File: config.mk
export PLATFORM = sky130hd
export DESIGN_NAME = alu_4bit_flat
export DESIGN_NICKNAME = d
export VERILOG_FILES = /design/src/rtl/alu_4bit_if.sv /design/src/rtl/alu_4bit.sv /design/src/flat_wrapper.sv
export SDC_FILE = /design/constraint.sdc
export NUM_CORES = 1
export LEC_CHECK = 0
export CAP_MARGIN = 10
export CORE_ASPECT_RATIO = 1.2
export CORE_MARGIN = 1
export CORE_UTILIZATION = 45
export CTS_CLUSTER_SIZE = 12
export DETAILED_ROUTE_END_ITERATION = 12
export PLACE_DENSITY = 0.84
export SLEW_MARGIN = 15
export SYNTH_ARGS = -nofsm -noshare
export SYNTH_HDL_FRONTEND = slang
export SYNTH_SLANG_ARGS = --single-unit
File: constraint.sdc
create_clock -name clk -period 5.1 [get_ports clk]
set_input_delay 1.53 -clock clk [delete_from_list [all_inputs] [get_ports clk]]
set_output_delay 1.53 -clock clk [all_outputs]
set_load 0.05 [all_outputs]
File: src/rtl/alu_4bit_if.sv
// -----------------------------------------------------------------------------
// alu_4bit_if
// Bundles the ALU operand/opcode inputs and the registered result outputs.
//   En        : operation enable (master -> slave)
//   A, B      : 4-bit unsigned operands (master -> slave)
//   ALU_Sel   : 3-bit opcode (master -> slave)
//   ALU_Out   : registered 4-bit result (slave -> master)
//   Carry_Out : registered carry / borrow / shifted-out bit (slave -> master)
//   Zero      : registered zero flag for ALU_Out (slave -> master)
// The master drives operations; the slave is the ALU itself.
// -----------------------------------------------------------------------------
interface alu_4bit_if;
  logic       En;
  logic [3:0] A;
  logic [3:0] B;
  logic [2:0] ALU_Sel;
  logic [3:0] ALU_Out;
  logic       Carry_Out;
  logic       Zero;

  modport master (
    output En,
    output A,
    output B,
    output ALU_Sel,
    input  ALU_Out,
    input  Carry_Out,
    input  Zero
  );

  modport slave (
    input  En,
    input  A,
    input  B,
    input  ALU_Sel,
    output ALU_Out,
    output Carry_Out,
    output Zero
  );
endinterface

File: src/rtl/alu_4bit.sv
// -----------------------------------------------------------------------------
// alu_4bit
// Registered 4-bit ALU with eight operations (ADD, SUB, AND, OR, XOR, NOT,
// SHL, SHR). Operands sampled on a rising edge with En=1 appear on the
// outputs right after that edge; with En=0 the outputs hold.
// Ports:
//   clk : rising-edge clock
//   rst : synchronous, active-high reset; clears result/carry, sets Zero
//   bus : alu_4bit_if.slave (En, A, B, ALU_Sel in; ALU_Out, Carry_Out, Zero out)
// -----------------------------------------------------------------------------
module alu_4bit (
  input  logic       clk,
  input  logic       rst,
  alu_4bit_if.slave  bus
);

  localparam logic [2:0] OP_ADD = 3'b000;
  localparam logic [2:0] OP_SUB = 3'b001;
  localparam logic [2:0] OP_AND = 3'b010;
  localparam logic [2:0] OP_OR  = 3'b011;
  localparam logic [2:0] OP_XOR = 3'b100;
  localparam logic [2:0] OP_NOT = 3'b101;
  localparam logic [2:0] OP_SHL = 3'b110;
  localparam logic [2:0] OP_SHR = 3'b111;

  // Zero detect helper so the flag is derived from the very value registered.
  function automatic logic is_zero(input logic [3:0] value);
    return (value == 4'b0000);
  endfunction

  logic [4:0] w_wide;
  logic [3:0] w_result;
  logic       w_carry;
  logic       w_zero;

  logic [3:0] r_alu_out;
  logic       r_carry;
  logic       r_zero;

  // Next-result datapath: one opcode decode producing result and carry.
  always_comb begin
    w_wide   = 5'b00000;
    w_result = 4'b0000;
    w_carry  = 1'b0;
    case (bus.ALU_Sel)
      OP_ADD: begin
        w_wide   = {1'b0, bus.A} + {1'b0, bus.B};
        w_result = w_wide[3:0];
        w_carry  = w_wide[4];
      end
      OP_SUB: begin
        // Bit 4 of the zero-extended difference is the borrow (A < B).
        w_wide   = {1'b0, bus.A} - {1'b0, bus.B};
        w_result = w_wide[3:0];
        w_carry  = w_wide[4];
      end
      OP_AND: begin
        w_result = bus.A & bus.B;
        w_carry  = 1'b0;
      end
      OP_OR: begin
        w_result = bus.A | bus.B;
        w_carry  = 1'b0;
      end
      OP_XOR: begin
        w_result = bus.A ^ bus.B;
        w_carry  = 1'b0;
      end
      OP_NOT: begin
        w_result = ~bus.A;
        w_carry  = 1'b0;
      end
      OP_SHL: begin
        w_result = {bus.A[2:0], 1'b0};
        w_carry  = bus.A[3];
      end
      OP_SHR: begin
        w_result = {1'b0, bus.A[3:1]};
        w_carry  = bus.A[0];
      end
      default: begin
        // Unknown opcode (X/Z in simulation) resolves to a clean zero result.
        w_result = 4'b0000;
        w_carry  = 1'b0;
      end
    endcase
    w_zero = is_zero(w_result);
  end

  // Output registers: reset wins over enable; hold when not enabled.
  always_ff @(posedge clk) begin
    if (rst) begin
      r_alu_out <= 4'b0000;
      r_carry   <= 1'b0;
      r_zero    <= 1'b1;
    end else if (bus.En) begin
      r_alu_out <= w_result;
      r_carry   <= w_carry;
      r_zero    <= w_zero;
    end else begin
      r_alu_out <= r_alu_out;
      r_carry   <= r_carry;
      r_zero    <= r_zero;
    end
  end

  assign bus.ALU_Out   = r_alu_out;
  assign bus.Carry_Out = r_carry;
  assign bus.Zero      = r_zero;

endmodule

File: src/flat_wrapper.sv
// flat-port wrapper written by rule: the top's interface ports become plain ports
module alu_4bit_flat 
  (clk, rst, bus_En, bus_A, bus_B, bus_ALU_Sel, bus_ALU_Out, bus_Carry_Out, bus_Zero);
  alu_4bit_if bus_i ();
  input  logic clk;
  input  logic rst;
  input wire logic [$bits(bus_i.En)-1:0] bus_En;
  input wire logic [$bits(bus_i.A)-1:0] bus_A;
  input wire logic [$bits(bus_i.B)-1:0] bus_B;
  input wire logic [$bits(bus_i.ALU_Sel)-1:0] bus_ALU_Sel;
  output wire logic [$bits(bus_i.ALU_Out)-1:0] bus_ALU_Out;
  output wire logic [$bits(bus_i.Carry_Out)-1:0] bus_Carry_Out;
  output wire logic [$bits(bus_i.Zero)-1:0] bus_Zero;
  assign bus_i.En = bus_En;
  assign bus_i.A = bus_A;
  assign bus_i.B = bus_B;
  assign bus_i.ALU_Sel = bus_ALU_Sel;
  assign bus_ALU_Out = bus_i.ALU_Out;
  assign bus_Carry_Out = bus_i.Carry_Out;
  assign bus_Zero = bus_i.Zero;
  alu_4bit u_core (.clk(clk), .rst(rst), .bus(bus_i));
endmodule
# Word level (Yosys, flattened, before mapping)
# Index checks and enable logic that the tools add are counted.
# Widths: inputs -> output; s select.
[word_totals]
regBits = 6
in_bits = 14
output_inout_bits = 6
word_cells = 21
[classes]
add_sub_neg = 2
eq_ne = 7
muxes = 2
bitwise_logic = 4
n_reduce_logical = 3
[ops]
columns = ["operator", "count"]
rows = [
  ["$pmux 4 s8", 1],
  ["$eq 3x3->1 const B", 4],
  ["$eq 3x2->1 const B", 2],
  ["$add 4x4->5", 1],
  ["$pmux 1 s5", 1],
  ["$sub 4x4->5", 1],
  ["$and 4x4->4", 1],
  ["$logic_not 4->1", 1],
  ["$not 4->4", 1],
  ["$or 4x4->4", 1],
  ["$reduce_or 4->1", 1],
  ["$xor 4x4->4", 1],
  ["$eq 3x1->1 const B", 1],
  ["$logic_not 3->1", 1],
]

# Logic depth before layout (Yosys ltp)
# Gate-level depths: netlist (run 1).
[logic_depth]
ltp_word = 3
mapped_depth = 9
mapped_depth_nobuf = 9

# Worst setup path after synthesis (run 1)
# OpenSTA, ideal clock, no wires.
[synth_path]
path_kind = "input -> register"
from = "input port bus_B[0]"
to = "register u_core.r_zero, in the netlist u_core.bus.Zero"
setup_ns = 0.087
arrival_time_ns = 3.073
required_ns = 5.013
path_slack_ns = 1.940
path_stages = 8
n_path_buf = 0
path_cell_list = "ha_1 > inv_1 > fa_1 > inv_1 > mux4_1 > mux2i_1 > nand2_1 > o31ai_1"
[synth_via]
elab_chain_cells = 3
elab_cells_between_ends = 7
classes_between = "add/sub (2); mux (1); bitwise (3); reduce/logical (1)"
[synth_lines]
columns = ["element", "line", "text"]
rows = [
  ["start, declared", "flat_wrapper.sv:9", "input wire logic [$bits(bus_i.B)-1:0] bus_B;"],
  ["$sub 4x4->5, or another cell as far along", "alu_4bit.sv:53", "w_wide = {1'b0, bus.A} - {1'b0, bus.B};"],
  ["$pmux 4 s8 *", "alu_4bit.sv:45", "case (bus.ALU_Sel)"],
  ["$logic_not 4->1 *", "alu_4bit.sv:28", "return (value == 4'b0000);"],
  ["end signal, assigned", "alu_4bit.sv:99", "r_zero <= w_zero;"],
  ["end signal, assigned", "alu_4bit.sv:103", "r_zero <= r_zero;"],
  ["end, declared", "alu_4bit.sv:38", "logic r_zero;"],
]
# Mark *: on every way between the ends. The rest lies on a longest branch, timed or not.
# A chain may end at the register's enable or synchronous reset.

# Worst setup path after layout (run 1)
[layout_path]
from = "input port bus_A[0]"
to = "register u_core.r_zero, in the netlist u_core.bus.Zero"
[layout_via]
elab_chain_cells = 3
elab_cells_between_ends = 8
classes_between = "add/sub (2); mux (1); bitwise (4); reduce/logical (1)"
[layout_lines]
columns = ["element", "line", "text"]
rows = [
  ["start, declared", "flat_wrapper.sv:8", "input wire logic [$bits(bus_i.A)-1:0] bus_A;"],
  ["$sub 4x4->5, or another cell as far along", "alu_4bit.sv:53", ""],
  ["$pmux 4 s8 *", "alu_4bit.sv:45", ""],
  ["$logic_not 4->1 *", "alu_4bit.sv:28", ""],
]
# Marked as above.

==> results.cfg, run 1 <==
[outcome]
outcome = finished, final reports clean

[detailed_routing]
drcViolationCount = 0
drt_first_pass_iters = 4
avgViaCountPerCell = 5.71
wl_per_cell_um = 12.2
routed_wl_um = 1700
num_vias = 793
drtAntennaViolNets = 0
drt_iter0_markers = 10

[synthesis]
syn-mean-instance-area_um2 = 8.29
synthAdderAreaFrac_pct = 22.1
synth_warnings = 0
async_flop_share_pct = 0
synth_top_family_by_area = adder cells
synth-edff-count = 0
syn-instance-count = 104
synthesis.area_um2 = 862
yosys.cell_types.count = 40
ys.flop_type = dfxtp_1
seq_area_frac_synth_pct = 13.9
synth.area.mux_share_pct = 10.9
synth_compound_gate_area_share_pct = 21.9
yosys.area_share.simple_pct = 16.4
syn_nets = 132
synth-xor-area-share_pct = 4.06
yosys_register_bits = 6

[timing]
hold_viol = 0
setup_violations = 0
relSlewSlack_pct = 63.2
rsz0062_at_grt = no
drv_slew = 0
tns_ns = 0
finalCriticalPeriod_ns = 3.60
clock_skew_ns = 0
timing.fmax_mhz = 278
tightest_slew_ns = 0.550
fin_crit_sh_pct = 70.6

[final_layout]
finalNetCount = 151
fin_cells = 139
areaGrowthSynthToFinish_pct = 23.5
drive_above_1_share_pct = 4.96
mostFrequentLayoutCell = clkdlybuf4s50_1
final_cell_mix = 19 x clkdlybuf4s50_1, 16 x inv_1, 12 x ha_1
fillers = 161
antenna_cells = 0

[global_route]
grt-busiest-layer = met2
globalRouteMet2Util_pct = 32.6
grt_pass1_vias = 718
grt_max_degree = 17
gr-usage-met3_pct = 1.47
grt-ovfl-total = 0
grt_pass1_wl_um = 3150
antenna_found_initial = 0
grt_util_all_layers_pct = 19.4
use_met1_pct = 24.3

[floorplanning]
io_pins = 20
start_util_pct = 50.1
die_area_um2 = 2100
die_y_um = 49.9
die_w_um = 42.0
design.core.area_um2 = 1720
num_rows = 16

[cts]
cts_resized = 0
cts_hold_buf = 0
cts_setup_buffers = 0
clk_transition_reported_paths_ns = 0.04
cts_tree = built
cts_buffer_depth = 2
cts_sinks = 6
cts.htree.levels = 1
clkLatencyLatePin_ns = 0.25
cts_buffers = 3
root_buffer = clkbuf_4

[critical_path]
path_delay_family = adder cells
crit_type = primary input to register
critPathMaxStageDelay_ns = 0.52
critPathRequiredTime_ns = 5.26
cp_max_fo = 4
critPathMostFrequentCell = inv_1
cp-end-kind = register
crit_arrival_ns = 3.76
cp_num_buf_inv = 3
slowest_stage = clkdlybuf4s50_1
crit_chain = clkdlybuf4s50_1, ha_1, inv_1, fa_1, inv_1, mux4_1, mux2i_1, nand2_1, o31ai_1
cp-start-kind = primary input

[placement]
dpl.cell_count = 136
gp_congestion = 0.795
portBuffers = 19
dp_hpwl_um = 1410

[power_and_ir_drop]
powerDensity_nw_per_um2 = 178
irDropWorstVdd_mv = 0.0752
power.leakage_nw = 0.482

[flow_run]
drv_cap = 0

[worst_hold_path]
hold_class = register to register
registers in the layout, summed over array words and instances (netlist names):
signal and cells:
u_core.bus.ALU_Out 4, u_core.bus.Carry_Out 1, u_core.bus.Zero 1
worst min-delay path, cell delays in order, from the launching register on:
cell     delay (ns)
dfxtp_1        0.32
a21oi_1        0.06
o31ai_1        0.05
Yosys cell counts, types with 2 or more instances:
| cell | count | area (um2) |
|---|---|---|
| a211oi_1 | 3 | 22.5 |
| a21oi_1 | 8 | 40.0 |
| a311oi_1 | 2 | 17.5 |
| buf_2 | 2 | 10.0 |
| dfxtp_1 | 6 | 120 |
| fa_1 | 2 | 40.0 |
| ha_1 | 12 | 150 |
| inv_1 | 16 | 60.1 |
| mux2i_1 | 3 | 30.0 |
| nand2_1 | 5 | 18.8 |
| nand2b_1 | 2 | 12.5 |
| nor2_1 | 6 | 22.5 |
| nor2b_1 | 2 | 12.5 |
| nor3_1 | 4 | 20.0 |
| o21a_1 | 2 | 15.0 |
| o21ai_0 | 2 | 10.0 |
| o311ai_0 | 2 | 17.5 |
| xnor2_1 | 2 | 17.5 |
| xor2_1 | 2 | 17.5 |
stage by stage:
step	setup slack [ns]	power, mW	hold slack [ns]	instance area (um2)	utilization, %
CTS	1.48	0.192	0.468	1060	61.8
global placement	1.29	0.144	0.455	1040	60.5
finish	1.50	0.190	0.462	1060	61.8
global route	1.32	0.202	0.496	1060	61.8
detailed placement	1.23	0.147	0.458	1040	60.5
floorplan	1.94	0.117	0.679	862	-
power breakdown:
group | leakage [nW] | internal [mW] | total, mW | switching (mW)
Clock | 0.0138 | 0.0266 | 0.0440 | 0.0173
Combinational | 0.419 | 0.0421 | 0.0930 | 0.0509
Sequential | 0.0498 | 0.0510 | 0.0526 | 0.00167
area by class of cell:
type / instances / area (um2) / area share (%)
clock buffers: 3 / 22.5 / 2.12
inverters: 16 / 60.1 / 5.64
multi-input cells: 77 / 649 / 61.0
flip-flops and latches: 6 / 120 / 11.3
well taps: 18 / 22.5 / 2.12
repair buffers: 19 / 190 / 17.9
final timing paths:
| kind | startpoint | endpoint | slack (ns) | cells past startpoint |
|---|---|---|---|---|
| worst max-delay path | bus_A[0] | u_core.bus.Zero | 1.50 | 9 |
| worst min-delay path | u_core.bus.Zero | u_core.bus.Zero | 0.46 | 2 |
| worst max register to register | u_core.bus.ALU_Out[1] | u_core.bus.ALU_Out[1] | 4.44 | 2 |
| worst min register to register | u_core.bus.Zero | u_core.bus.Zero | 0.46 | 2 |
kinds of logic after synthesis:
| group | Yosys count |
|---|---|
| and+or+nand+nor | 27 |
| AOI/OAI and AO/OA | 26 |
| buffers and inverters | 21 |
| adders and majority gates | 14 |
| muxes | 6 |
| DFF | 6 |
| xor gates and xnor gates | 4 |
layer usage:
metal	wire [um]	vias up	share of wire (%)
li1	-	401	-
met3	46	2	2.7
met1	750	373	44
met4	24	0	1.4
met2	875	17	52
met5	0	-	0
No activity file was read; power rests on OpenSTA's default activity.
==> run 2, diff against run 1 <==
==> constraint.sdc (replaced) <==
create_clock -name clk -period 3.7 [get_ports clk]
set_input_delay 1.11 -clock clk [delete_from_list [all_inputs] [get_ports clk]]
set_output_delay 1.11 -clock clk [all_outputs]
set_load 0.05 [all_outputs]
==> results.cfg, run 2 (synthesis results as in run 1) <==
[critical_path]
critPathRequiredTime_ns = 3.86
r2r_cells = 2
crit-reg2reg-launch = u_core.bus.ALU_Out[1]
cp-end-kind = register
r2r-end = u_core.bus.ALU_Out[1]
rrSetupSlack_ns = 3.03
crit_type = primary input to register
crit_arrival_ns = 3.39
cp_max_fo = 6
cp-start-kind = primary input

[cts]
cts_buffer_depth = 2
root_buffer = clkbuf_4
cts_resized = 0
cts_tree = built
cts.htree.levels = 1
clkLatencyLatePin_ns = 0.24
cts_sinks = 6
clk_transition_reported_paths_ns = 0.04
cts_hold_buf = 0
cts_setup_buffers = 0
cts_buffers = 3

[detailed_routing]
avgViaCountPerCell = 5.66
drtAntennaViolNets = 0
routed_wl_um = 1840
drt_iter0_markers = 10
num_vias = 792
drcViolationCount = 0
wl_per_cell_um = 13.1
drt_first_pass_iters = 4

[global_route]
antenna_found_initial = 0
grt-ovfl-total = 0
grt_max_degree = 15
grt_pass1_vias = 746
grt_util_all_layers_pct = 19.3
grt_pass1_wl_um = 3160

[final_layout]
areaGrowthSynthToFinish_pct = 24.4
drive_above_1_share_pct = 5.74
antenna_cells = 0
finalNetCount = 152
largest_reg_flops = 4
mostFrequentLayoutCell = clkdlybuf4s50_1
final_cell_mix = 19 x clkdlybuf4s50_1, 16 x inv_1, 12 x ha_1
fin_cells = 140

[timing]
timing.fmax_mhz = 309
clock_skew_ns = 0
whs_ns = 0.467
relSlewSlack_pct = 65.7
tightest_slew_ns = 0.513
drv_slew = 0
tns_ns = 0
fin_crit_sh_pct = 87.4
setup_violations = 0
hold_viol = 0
finalCriticalPeriod_ns = 3.23
rsz0062_at_grt = no

[power_and_ir_drop]
irDropWorstVdd_mv = 0.0885
powerDensity_nw_per_um2 = 244
power.leakage_nw = 0.487

[placement]
portBuffers = 19
dp_hpwl_um = 1560
dpl.cell_count = 137
gp_congestion = 0.803

[worst_hold_path]
min_path_cells = 2
min-delay-start = u_core.bus.ALU_Out[2]
hold_end = u_core.bus.ALU_Out[2]
hold_class = register to register

[floorplanning]
io_pins = 20
num_rows = 16
start_util_pct = 50.1
die_area_um2 = 2100
design.core.area_um2 = 1720
die_w_um = 42.0
die_y_um = 49.9

[outcome]
outcome = finished, final reports clean

[flow_run]
drv_cap = 0
-- run 2: area by class of cell --
type                    instances  area, um2
inverters                      16       60.1
flip-flops and latches          6        120
repair buffers                 20        198
well taps                      18       22.5
multi-input cells              77        649
clock buffers                   3       22.5
fillers                       156        649
-- run 2: worst max path at each step --
stage | start | end | slack, ns | cells after the start
after CTS | bus_A[1] | u_core.bus.Zero | 0.46 | 8
after global routing | bus_A[1] | u_core.bus.Zero | 0.31 | 8
after floorplan | bus_B[0] | u_core.bus.Zero | 0.96 | 8
after detailed placement | bus_A[1] | u_core.bus.Zero | 0.20 | 8
final | bus_A[1] | u_core.bus.Zero | 0.47 | 8
after global placement | bus_A[1] | u_core.bus.Zero | 0.31 | 8
-- run 2: through the flow --
stage	worst slack [ns]	total power, mW	utilization [%]	area, um2
2_1_floorplan	0.960	0.162	-	862
3_3_place_gp	0.311	0.200	61.0	1050
3_5_place_dp	0.205	0.204	61.0	1050
4_1_cts	0.461	0.264	62.3	1070
5_1_grt	0.312	0.277	62.3	1070
6_report	0.467	0.262	62.3	1070
-- run 2: critical path, cell delays in order --
cell and delay, ns:
clkdlybuf4s50_1 0.61, inv_1 0.15, fa_1 0.52, inv_1 0.04, mux4_1 0.50, mux2i_1 0.21, nand2_1 0.08, o31ai_1 0.18
-- run 2: power breakdown --
| part | switching, mW | total (mW) | internal [mW] |
|---|---|---|---|
| registers | 0.00236 | 0.0727 | 0.0703 |
| logic | 0.0718 | 0.130 | 0.0587 |
| clock network | 0.0221 | 0.0586 | 0.0366 |
-- run 2: layer usage --
| layer | share of wire (%) | GRT usage (%) |
|---|---|---|
| met1 | 43 | 21.4 |
| met2 | 54 | 37.8 |
| met3 | 3.2 | 1.10 |
| met4 | 0 | 6.45 |
| met5 | 0 | 0 |
